<file path="src/rtl/alu_issue_pkg.sv">
// Shared constants and types for the ALU issue/writeback stage.
package alu_issue_pkg;

  // ALU op select codes.
  localparam logic [3:0] ALU_ADD   = 4'd0;
  localparam logic [3:0] ALU_SUB   = 4'd1;
  localparam logic [3:0] ALU_AND   = 4'd2;
  localparam logic [3:0] ALU_OR    = 4'd3;
  localparam logic [3:0] ALU_XOR   = 4'd4;
  localparam logic [3:0] ALU_PASSB = 4'd5;

  // Instruction format selectors (instr[31:30]).
  localparam logic [1:0] OP_FMT2 = 2'b00;
  localparam logic [1:0] OP_FMT3 = 2'b10;

  // Format 2 op2 code for SETHI (instr[24:22]).
  localparam logic [2:0] OP2_SETHI = 3'b100;

  // Format 3 op3 codes (instr[24:19]); op3[4] selects the cc variant.
  localparam logic [5:0] OP3_ADD = 6'b000000;
  localparam logic [5:0] OP3_AND = 6'b000001;
  localparam logic [5:0] OP3_OR  = 6'b000010;
  localparam logic [5:0] OP3_XOR = 6'b000011;
  localparam logic [5:0] OP3_SUB = 6'b000100;

  // Issue FSM states.
  typedef enum logic [1:0] {
    ST_IDLE = 2'd0,
    ST_EXEC = 2'd1,
    ST_DONE = 2'd2
  } state_t;

endpackage

</file>
<file path="src/rtl/alu_issue_decode.sv">
// Combinational decoder: instruction + operands -> ALU controls and writeback attributes.
module alu_issue_decode
  import alu_issue_pkg::*;
#(
  parameter int unsigned DW = 32
) (
  input  logic [31:0]   i_instr,
  input  logic [DW-1:0] i_rs1_val,
  input  logic [DW-1:0] i_rs2_val,
  output logic [3:0]    o_alu_op,
  output logic [DW-1:0] o_alu_a,
  output logic [DW-1:0] o_alu_b,
  output logic [4:0]    o_rd,
  output logic          o_is_cc,
  output logic          o_illegal,
  output logic          o_we
);

  logic [1:0] w_op;
  logic [5:0] w_op3;
  logic [2:0] w_op2;

  assign w_op  = i_instr[31:30];
  assign w_op3 = i_instr[24:19];
  assign w_op2 = i_instr[24:22];
  assign o_rd  = i_instr[29:25];

  // Map the encoding to ALU controls; anything unrecognised stays illegal with zero operands.
  always_comb begin
    o_alu_op  = ALU_ADD;
    o_alu_a   = '0;
    o_alu_b   = '0;
    o_is_cc   = 1'b0;
    o_illegal = 1'b1;
    if (w_op == OP_FMT3) begin
      // op3[4] is masked out so plain and cc variants share one lookup.
      o_illegal = 1'b0;
      case ({w_op3[5], w_op3[3:0]})
        {OP3_ADD[5], OP3_ADD[3:0]}: o_alu_op = ALU_ADD;
        {OP3_AND[5], OP3_AND[3:0]}: o_alu_op = ALU_AND;
        {OP3_OR[5],  OP3_OR[3:0]}:  o_alu_op = ALU_OR;
        {OP3_XOR[5], OP3_XOR[3:0]}: o_alu_op = ALU_XOR;
        {OP3_SUB[5], OP3_SUB[3:0]}: o_alu_op = ALU_SUB;
        default:                    o_illegal = 1'b1;
      endcase
      if (!o_illegal) begin
        o_is_cc = w_op3[4];
        o_alu_a = i_rs1_val;
        if (i_instr[13]) begin
          o_alu_b = {{(DW-13){i_instr[12]}}, i_instr[12:0]};
        end else begin
          o_alu_b = i_rs2_val;
        end
      end
    end else if (w_op == OP_FMT2 && w_op2 == OP2_SETHI) begin
      o_illegal = 1'b0;
      o_alu_op  = ALU_PASSB;
      o_alu_b   = DW'({i_instr[21:0], 10'b0});
    end
  end

  assign o_we = !o_illegal && (o_rd != 5'd0);

endmodule

</file>
<file path="src/rtl/alu_issue.sv">
// Issue/writeback stage: registers one instruction, drives the external ALU for
// one cycle, captures the result and condition codes, and holds a writeback beat.
module alu_issue
  import alu_issue_pkg::*;
#(
  parameter int unsigned DW = 32
) (
  input  logic          clk,
  input  logic          rst,
  input  logic          in_valid,
  output logic          in_ready,
  input  logic [31:0]   in_instr,
  input  logic [DW-1:0] in_rs1_val,
  input  logic [DW-1:0] in_rs2_val,
  output logic [3:0]    alu_op,
  output logic [DW-1:0] alu_a,
  output logic [DW-1:0] alu_b,
  input  logic [DW-1:0] alu_y,
  input  logic          alu_zf,
  output logic          out_valid,
  input  logic          out_ready,
  output logic [4:0]    out_rd,
  output logic [DW-1:0] out_data,
  output logic          out_we,
  output logic          out_illegal,
  output logic          icc_z,
  output logic          icc_n
);

  state_t        r_state;
  state_t        w_next;
  logic          w_take;

  logic [31:0]   r_instr;
  logic [DW-1:0] r_rs1;
  logic [DW-1:0] r_rs2;

  logic [4:0]    r_rd;
  logic [DW-1:0] r_data;
  logic          r_we;
  logic          r_illegal;
  logic          r_icc_z;
  logic          r_icc_n;

  logic [3:0]    w_dec_op;
  logic [DW-1:0] w_dec_a;
  logic [DW-1:0] w_dec_b;
  logic [4:0]    w_dec_rd;
  logic          w_dec_cc;
  logic          w_dec_illegal;
  logic          w_dec_we;

  alu_issue_decode #(.DW(DW)) u_decode (
    .i_instr   (r_instr),
    .i_rs1_val (r_rs1),
    .i_rs2_val (r_rs2),
    .o_alu_op  (w_dec_op),
    .o_alu_a   (w_dec_a),
    .o_alu_b   (w_dec_b),
    .o_rd      (w_dec_rd),
    .o_is_cc   (w_dec_cc),
    .o_illegal (w_dec_illegal),
    .o_we      (w_dec_we)
  );

  // Next-state and handshake outputs.
  always_comb begin
    w_next    = r_state;
    in_ready  = 1'b0;
    out_valid = 1'b0;
    case (r_state)
      ST_IDLE: begin
        in_ready = 1'b1;
        if (in_valid) w_next = ST_EXEC;
      end
      ST_EXEC: begin
        w_next = ST_DONE;
      end
      ST_DONE: begin
        out_valid = 1'b1;
        in_ready  = out_ready;
        if (out_ready) w_next = in_valid ? ST_EXEC : ST_IDLE;
      end
      default: begin
        w_next = ST_IDLE;
      end
    endcase
  end

  assign w_take = in_valid && in_ready;

  // ALU ports are driven only during EXEC so the ALU sees zeros otherwise.
  always_comb begin
    alu_op = ALU_ADD;
    alu_a  = '0;
    alu_b  = '0;
    if (r_state == ST_EXEC) begin
      alu_op = w_dec_op;
      alu_a  = w_dec_a;
      alu_b  = w_dec_b;
    end
  end

  // State register.
  always_ff @(posedge clk) begin
    if (rst) r_state <= ST_IDLE;
    else     r_state <= w_next;
  end

  // Capture the accepted instruction and operands.
  always_ff @(posedge clk) begin
    if (rst) begin
      r_instr <= '0;
      r_rs1   <= '0;
      r_rs2   <= '0;
    end else if (w_take) begin
      r_instr <= in_instr;
      r_rs1   <= in_rs1_val;
      r_rs2   <= in_rs2_val;
    end
  end

  // Load the writeback beat and condition codes at the end of EXEC.
  always_ff @(posedge clk) begin
    if (rst) begin
      r_rd      <= '0;
      r_data    <= '0;
      r_we      <= 1'b0;
      r_illegal <= 1'b0;
      r_icc_z   <= 1'b0;
      r_icc_n   <= 1'b0;
    end else if (r_state == ST_EXEC) begin
      r_rd      <= w_dec_rd;
      r_data    <= alu_y;
      r_we      <= w_dec_we;
      r_illegal <= w_dec_illegal;
      if (w_dec_cc) begin
        r_icc_z <= alu_zf;
        r_icc_n <= alu_y[DW-1];
      end
    end
  end

  assign out_rd      = r_rd;
  assign out_data    = r_data;
  assign out_we      = r_we;
  assign out_illegal = r_illegal;
  assign icc_z       = r_icc_z;
  assign icc_n       = r_icc_n;

endmodule

</file>
<file path="config.mk">
export PLATFORM = sky130hd
export DESIGN_NAME = alu_issue
export DESIGN_NICKNAME = d
export VERILOG_FILES = /design/src/rtl/alu_issue_pkg.sv /design/src/rtl/alu_issue_decode.sv /design/src/rtl/alu_issue.sv
export SDC_FILE = /design/constraint.sdc
export NUM_CORES = 1
export LEC_CHECK = 0
export ABC_CLOCK_PERIOD_IN_PS = 4100
export BUFFER_PORTS_ARGS = -buffer_cell sky130_fd_sc_hd__buf_2
export CAP_MARGIN = 20
export CORE_MARGIN = 2
export CORE_UTILIZATION = 25
export CTS_CLUSTER_SIZE = 24
export DETAILED_ROUTE_END_ITERATION = 16
export PLACE_DENSITY_LB_ADDON = 0.2
export REMOVE_ABC_BUFFERS = 1
export SETUP_SLACK_MARGIN = 0.3
export SLEW_MARGIN = 25
export SYNTH_ARGS = -nofsm -noshare
export SYNTH_HDL_FRONTEND = slang
export SYNTH_SLANG_ARGS = --single-unit
export TNS_END_PERCENT = 50
</file>
<file path="constraint.sdc">
create_clock -name clk -period 4.1 [get_ports clk]
set_clock_uncertainty 0.1 [all_clocks]
set_input_delay 0.41 -clock clk [delete_from_list [all_inputs] [get_ports clk]]
set_output_delay 0.41 -clock clk [all_outputs]
set_load 0.005 [all_outputs]
</file>
# == Word level (Yosys, flattened, before mapping) ==
# Cells that the tools add are included.
# op_classes
reduce_logical,11
eq_ne,10
muxes,24
# ops
op,count
$mux 32,8
$pmux 3 s4,1
$eq 5x2->1 const B,2
$mux 1,8
$mux 4,2
$pmux 2 s3,1
$eq 5x1->1 const B,1
$eq 5x3->1 const B,1
$logic_not 5->1,1
$reduce_bool 5->1,1
$reduce_or 5->1,1
$eq 2x2->1 const B,2
$logic_not 2->1,2
$mux 2,2
$ne 2x2->1 const B,2
$reduce_and 2->1,2
$eq 3x3->1 const B,1
$logic_and 1x1->1,3
$mux 3,1
$eq 2x1->1 const B,1
$pmux 1 s2,1
$logic_not 1->1,1
# totals
reg_bits,139
input_bits,133

# == Longest topological paths before layout ==
# Gate-level depths: netlist (run 1).
# logic_depth
ltp_word,7
ltp_mapped,7
depth_no_buf,3

# == Modules after synthesis ==
# A second synthesis (run 1) with hierarchy kept.
# hier_totals
cells_unflattened,819
hier_area_um2,7348.3
# modules_own_cells
module,cells_each,n_inst,area_each_um2,seq_area_each_um2
alu_issue,681,1,6258.5,2782.7
alu_issue_decode,138,1,1089.8,0.0

# == Worst setup path before layout (run 1) ==
# OpenSTA, ideal clock, no wires.
# synth_timing
kind,reg2out
from,register r_instr[31]
to,output alu_b[23]
stages_incl_launch_ff,6
arrival_ns,1.288
n_path_buf,2
t_required_ns,3.590
slack_ns,2.302
cell_sequence,dfxtp_1 nor2b_1 buf_2 o211ai_2 buf_2 nor4_2
# synth_via
elab_chain_cells,5
elab_cells_between_ends,6
classes_between,1 x eq/ne; 3 x mux; 2 x reduce/logical
# synth_rtl
item,line,rtl
"start, declared",alu_issue.sv:34,logic [31:0] r_instr;
"start signal, assigned",alu_issue.sv:117,r_instr <= in_instr;
$logic_not 2->1,alu_issue_decode.sv:55,end else if (w_op == OP_FMT2 && w_op2 == OP2_SETHI) begin
$logic_and 1x1->1,alu_issue_decode.sv:55,
$mux 32,alu_issue_decode.sv:55,
$mux 32 *,alu_issue_decode.sv:35,if (w_op == OP_FMT3) begin
$mux 32 *,alu_issue.sv:97,if (r_state == ST_EXEC) begin
"end, declared",alu_issue.sv:17,"output logic [DW-1:0] alu_b,"
# Mark *: on every way between the ends. The rest lies on a longest branch, timed or not.

# == Worst setup path after layout (run 1) ==
# layout_timing
from,register r_instr[31]
to,output alu_b[11]
# The elaborated chain is that of the path after synthesis.

==> run summary, run 1 <==
CTS Buf Count - 17
final cell count without fillers - 1393
Power per Cell Area - 382 mW/mm2
Sequential Area - 0.00279 mm2
CTS tree - built
Critical-path top delay cell - a2111oi_0
worst setup path class - flip-flop to output port
total track usage - 15.3%
Post-synth EDFFs - 0
combinational power share - 12.7%
ANT nets after route - 0
vias in the first global route - 6559
Final Hold Viols - 0
die width - 174 um
leading area contributor after synthesis - dfxtp_1
cts hold-fix bufs - 0
Async SR Flop Fraction - 0%
fillers - 3136
slowest stage delay, CP - 0.61 ns
Ys Warns - 0
top cells by count, synth - dfxtp_1, a21oi_1, o31ai_1, or4b_1, nand2_1
synthesized area per cell - 8.70 um2
Worst slew margin - 37.0%
fmax - 345 MHz
Die ar. - 0.0303 mm2
sequential element share of the synthesized area - 38.5%
Seq pwr share - 42.6%
main flop type after synthesis - dfxtp_1
max-capacitance violation count - 0
DRT Pass-1 Iters - 5
Via density - 4.87
core area - 0.0285 mm2
peak supply drop - 0.000237 V
share of cells above drive strength 1 - 31.4%
Total Nets Final - 1126
most frequent cell after synthesis - dfxtp_1
Cell Area, Synth - 0.00723 mm2
LEAKAGE - 3.75 nW
post-synthesis cell count - 831
Clock Path Buffers - 2
WP data arrival - 2.39 ns
Worst EP required - 3.59 ns
gr ovfl total - 0
number of antenna violations at the first check in global routing - 7
area of the multi-input gates - 0.00393 mm2
startpoint types - flip-flop
CP endpoint kind - output port
Worst-Margin Slew - 0.945 ns
Sink Count - 139
FF+latch count, synth - 139
Root Buffer - clkbuf_16
Worst Hold Class - primary input to flip-flop
layout overhead on the synthesized area - 26.4%
GPL Wtd Cong - 0.722
run status - complete, no violations
Yosys top cell area share - 38.5%
setup_tns - 0 ns
Final setup viols - 0
Distinct cells, synth - 40
routed wire length - 23800 um
post-CTS sizing - 0
die span in y - 174 um
Reg clk slew, reported paths - 0.06 ns
top area cells in the synthesized netlist - dfxtp_1, or4b_1, o31ai_1
crit-path cells - nor2b_4, buf_4, nor2_1, a2111oi_0, buf_2
Switching Share - 27.9%
placed cell count - 1357
routed len/inst - 17.1 um
post-route minimum period - 2.90 ns
Pint - 0.00252 W
# H-tree levels - 4
DRC - 0
DR vias - 6787
clock power share - 44.7%
largest net degree at the start of global routing - 148
RSZ-0062 raised after global routing - no
HPWL after DPL - 14300 um
Clock Latency Late Sink - 0.42 ns
Sw Pwr - 0.000973 W
PortBufs - 242
# Post-CTS Setup Buffers - 0
crit share post-route - 70.6%
Max FO, Critical Path - 22
Core Rows - 62
DR iter-0 viols - 312
Pins Over Slew Limit - 0
global-route wire length before repair - 37200 um
io pins - 244
initial core utilization - 25.3%
final timing paths:
| path | to | slack, ns | cells past startpoint | start |
|---|---|---|---|---|
| worst max-delay path | alu_b[11] | 1.20 | 5 | r_instr[31] |
| worst min-delay path | out_data[19] | 0.13 | 3 | alu_y[19] |
| worst max register to register | out_data[15] | 1.96 | 5 | r_state[0] |
| worst min register to register | out_data[22] | 0.35 | 2 | out_data[22] |
sequential cells by signal, indices dropped and copies added (netlist names):
register     cells
icc_z            1
r_instr         32
out_rd           5
out_illegal      1
icc_n            1
r_rs2           32
r_state          2
out_we           1
r_rs1           32
out_data        32
worst max-delay path, delay by kind of cell, from the launching register on:
kind            cells  cell delay (ns)
compound gates      1             0.61
buf+inv             2             0.55
flops               1             0.43
simple gates        2             0.37
cell usage in the layout (no fill, tap or decap), types with 3 or more instances in the layout:
master       n
mux2i_1     14
a211oi_1    19
clkinv_4     4
diode_2      3
and2_1      32
nor4_2      18
clkinv_2     3
o21ai_0      3
buf_4       13
nor2_1      32
or4b_1      96
o31ai_1     96
nor4_1       3
nand2b_1     5
a21oi_1    138
nand2_1     74
clkbuf_16   17
dfxtp_1    137
buf_2      241
nor2b_1     19
cell type report:
| type | count | area share (%) |
|---|---|---|
| Sequential cell | 139 | 30.5 |
| Tap cell | 384 | 5.26 |
| Multi-Input combinational cell | 577 | 43.0 |
| Timing Repair Buffer | 256 | 14.6 |
| Clock inverter | 13 | 1.56 |
| Inverter | 2 | 0.164 |
| Antenna cell | 3 | 0.0822 |
| Clock buffer | 19 | 4.74 |
stage by stage:
stage	util (%)	worst slack, ns	hold WS (ns)	power (W)	area (um2)
final	32.0	1.20	0.126	0.00349	9130
after global routing	32.0	0.835	0.107	0.00366	9120
after CTS	31.9	1.17	0.103	0.00354	9110
after detailed placement	29.9	1.62	0.343	0.00196	8530
after global placement	29.9	1.64	0.340	0.00196	8530
after floorplan	-	-2.14	0.334	0.00175	6680
power groups by stage:
stage / combinational [W] / clock, W / sequential (W)
after floorplan: 0.000230 / 0 / 0.00152
after CTS: 0.000450 / 0.00160 / 0.00149
after detailed placement: 0.000449 / 0 / 0.00152
after global placement: 0.000445 / 0 / 0.00152
after global routing: 0.000497 / 0.00167 / 0.00150
final: 0.000443 / 0.00156 / 0.00149
per-layer routing:
| layer | routed length, um | up-vias | global-route usage [%] |
|---|---|---|---|
| met4 | 229 | 8 | 3.08 |
| met3 | 1500 | 20 | 5.29 |
| met2 | 11000 | 160 | 24.4 |
| met1 | 11000 | 3191 | 20.0 |
| met5 | 50 | - | 0 |
| li1 | - | 3408 | - |
cell families (layout without fill, tap and decap cells):
logic type | count (synthesis) | in the layout | synth area share (%)
and+or+nand+nor | 297 | 297 | 29.1
AOI/OAI and AO/OA | 263 | 263 | 22.6
DFF | 139 | 139 | 38.5
buffers and inverters | 115 | 290 | 7.60
muxes | 14 | 14 | 1.94
xor gates and xnor gates | 2 | 2 | 0.242
other | 1 | 4 | 0.0519
Power figures use the tool's default switching activity.
==> run 2: changes to the inputs <==
--- a/config.mk
+++ b/config.mk
@@ -5,7 +5,7 @@
 export SDC_FILE = /design/constraint.sdc
 export NUM_CORES = 1
 export LEC_CHECK = 0
-export ABC_CLOCK_PERIOD_IN_PS = 4100
+export ABC_CLOCK_PERIOD_IN_PS = 2690
 export BUFFER_PORTS_ARGS = -buffer_cell sky130_fd_sc_hd__buf_2
 export CAP_MARGIN = 20
 export CORE_MARGIN = 2
==> constraint.sdc (replaced) <==
create_clock -name clk -period 2.69 [get_ports clk]
set_clock_uncertainty 0.1 [all_clocks]
set_input_delay 0.269 -clock clk [delete_from_list [all_inputs] [get_ports clk]]
set_output_delay 0.269 -clock clk [all_outputs]
set_load 0.005 [all_outputs]
==> run 2 against run 1 <==
Compared with the run above:
- via count grew 4.9%
- core utilization grew 2.8 points
- sequential cell count is the same
- final cell count grew 4.0%
- largest power group unchanged
- die area is the same
- wire length grew 2.7%
- largest cell class unchanged
- sequential power grew 52%
- register-to-register slack lost 1.1 ns
- first-iteration DRC count shrank 0.96%
- sequential share of layout area shrank 2.3 points
- combinational power grew 86%
==> run summary, run 2 (synthesis results as in run 1) <==
CP endpoint kind - output port
Die ar. - 0.0303 mm2
die span in y - 174 um
total track usage - 15.7%
die width - 174 um
Power per Cell Area - 546 mW/mm2
number of antenna violations at the first check in global routing - 8
Final setup viols - 0
post-route minimum period - 2.35 ns
Total Nets Final - 1181
Clock Latency Late Sink - 0.41 ns
startpoint types - flip-flop
crit-path cells - nor4b_4, o211ai_4, buf_4, nor4_4, buf_2
GPL Wtd Cong - 0.747
CTS Buf Count - 17
Max FO, Critical Path - 8
LEAKAGE - 4.07 nW
initial core utilization - 25.3%
share of cells above drive strength 1 - 32.9%
max-capacitance violation count - 0
Worst EP required - 2.32 ns
# H-tree levels - 4
setup ws final - 0.340 ns
Final Hold Viols - 0
DR iter-0 viols - 309
crit share post-route - 87.4%
HPWL after DPL - 15300 um
worst setup path class - flip-flop to output port
Worst Hold Class - primary input to flip-flop
run status - complete, no violations
Worst-Margin Slew - 0.783 ns
DR vias - 7117
ANT nets after route - 0
R2R cell count - 5
CP endpoint - alu_b[20]
Register-to-Register Setup Slack - 0.84 ns
Util after Layout - 34.8%
slowest stage delay, CP - 0.35 ns
Reg clk slew, reported paths - 0.06 ns
CTS tree - built
Pins Over Slew Limit - 0
placed cell count - 1369
commonest non-fill, non-tap cell in the layout - buf_2
routed len/inst - 16.9 um
global-route wire length before repair - 38400 um
worst slack, placed - 0.412 ns
most frequent cells in the layout - buf_2, a21oi_1, dfxtp_1, or4b_1, o31ai_1
Critical-path top delay cell - dfxtp_2
Via density - 4.91
Root Buffer - clkbuf_16
Core Rows - 62
DRC - 0
final cell count without fillers - 1449
WP data arrival - 1.98 ns
RR Startpoint - r_state[0]
crit path from - r_instr[22]
largest net degree at the start of global routing - 131
DRT Pass-1 Iters - 4
RSZ-0062 raised after global routing - yes
core area - 0.0285 mm2
routed wire length - 24400 um
Sink Count - 139
gr ovfl total - 0
worst r2r dst - out_data[16]
io pins - 244
fmax - 425 MHz
vias in the first global route - 6822
PortBufs - 242
Worst slew margin - 47.8%
layout overhead on the synthesized area - 37.4%
Clock Path Buffers - 2
peak supply drop - 0.000331 V
[run 2: changes by cell type in the layout (fill, tap and decap cells not counted), sizes merged]
| cell | change |
|---|---|
| buf | +21 |
| clkbuf | +2 |
| diode | +2 |
| dlygate4sd3 | +33 |
| inv | -2 |
[run 2: how the worst min path moves through the flow]
stage,slack (ns),end,startpoint,cells after the start
after floorplan,0.24,out_data[0],rst,1
after global placement,0.34,out_data[14],out_data[14],2
after detailed placement,0.34,out_data[0],out_data[0],2
after CTS,0.05,r_state[1],out_ready,3
after global routing,0.07,r_rs1[7],in_rs1_val[7],3
final,0.08,r_state[1],out_ready,3
[run 2: cell type report]
type	count	area, um2
Fill cell	3139	18600
Multi-Input combinational cell	577	4050
Sequential cell	139	2800
Timing Repair Buffer	311	1990
Tap cell	384	480
Clock buffer	20	457
Clock inverter	11	121
Inverter	2	12.5
Antenna cell	5	12.5
[run 2: stage by stage]
stage | setup TNS, ns | power (W) | area [um2] | hold WS [ns]
3_3_place_gp | 0 | 0.00302 | 8710 | 0.339
2_1_floorplan | -352.67 | 0.00267 | 6680 | 0.238
5_1_grt | 0 | 0.00570 | 9920 | 0.0667
3_5_place_dp | 0 | 0.00303 | 8710 | 0.343
4_1_cts | 0 | 0.00553 | 9820 | 0.0457
6_report | 0 | 0.00542 | 9930 | 0.0752
[run 2: repair_timing]
action / 4_1_cts / 5_1_grt
endpoints found under the setup margin: 65 / 56
setup buffers: 8 / 2
endpoints found under the hold margin: 33 / 0
gates cloned: 1 / 0
hold buffers: 33 / 0
pin swaps: 5 / 3
gates resized for setup: 27 / 11
[run 2: power breakdown]
part | total [W] | leakage (nW) | switching, W | internal, W
registers | 0.00226 | 1.14 | 0.0000781 | 0.00218
clock network | 0.00234 | 0.282 | 0.000935 | 0.00141
logic | 0.000822 | 2.65 | 0.000446 | 0.000376
[run 2: critical path, delay by kind of cell (launching register included)]
family                 cells  cell delay (ns)
AOI/OAI and AO/OA          1             0.23
DFF                        1             0.35
buffers and inverters      2             0.39
and+or+nand+nor            2             0.61
[run 2: metal layers]
metal | vias up | share of wire (%) | track usage [%]
li1 | 3535 | - | -
met1 | 3374 | 46 | 20.6
met2 | 169 | 46 | 24.9
met3 | 31 | 5.9 | 5.01
met4 | 8 | 1.8 | 4.13
met5 | - | 0.14 | 0
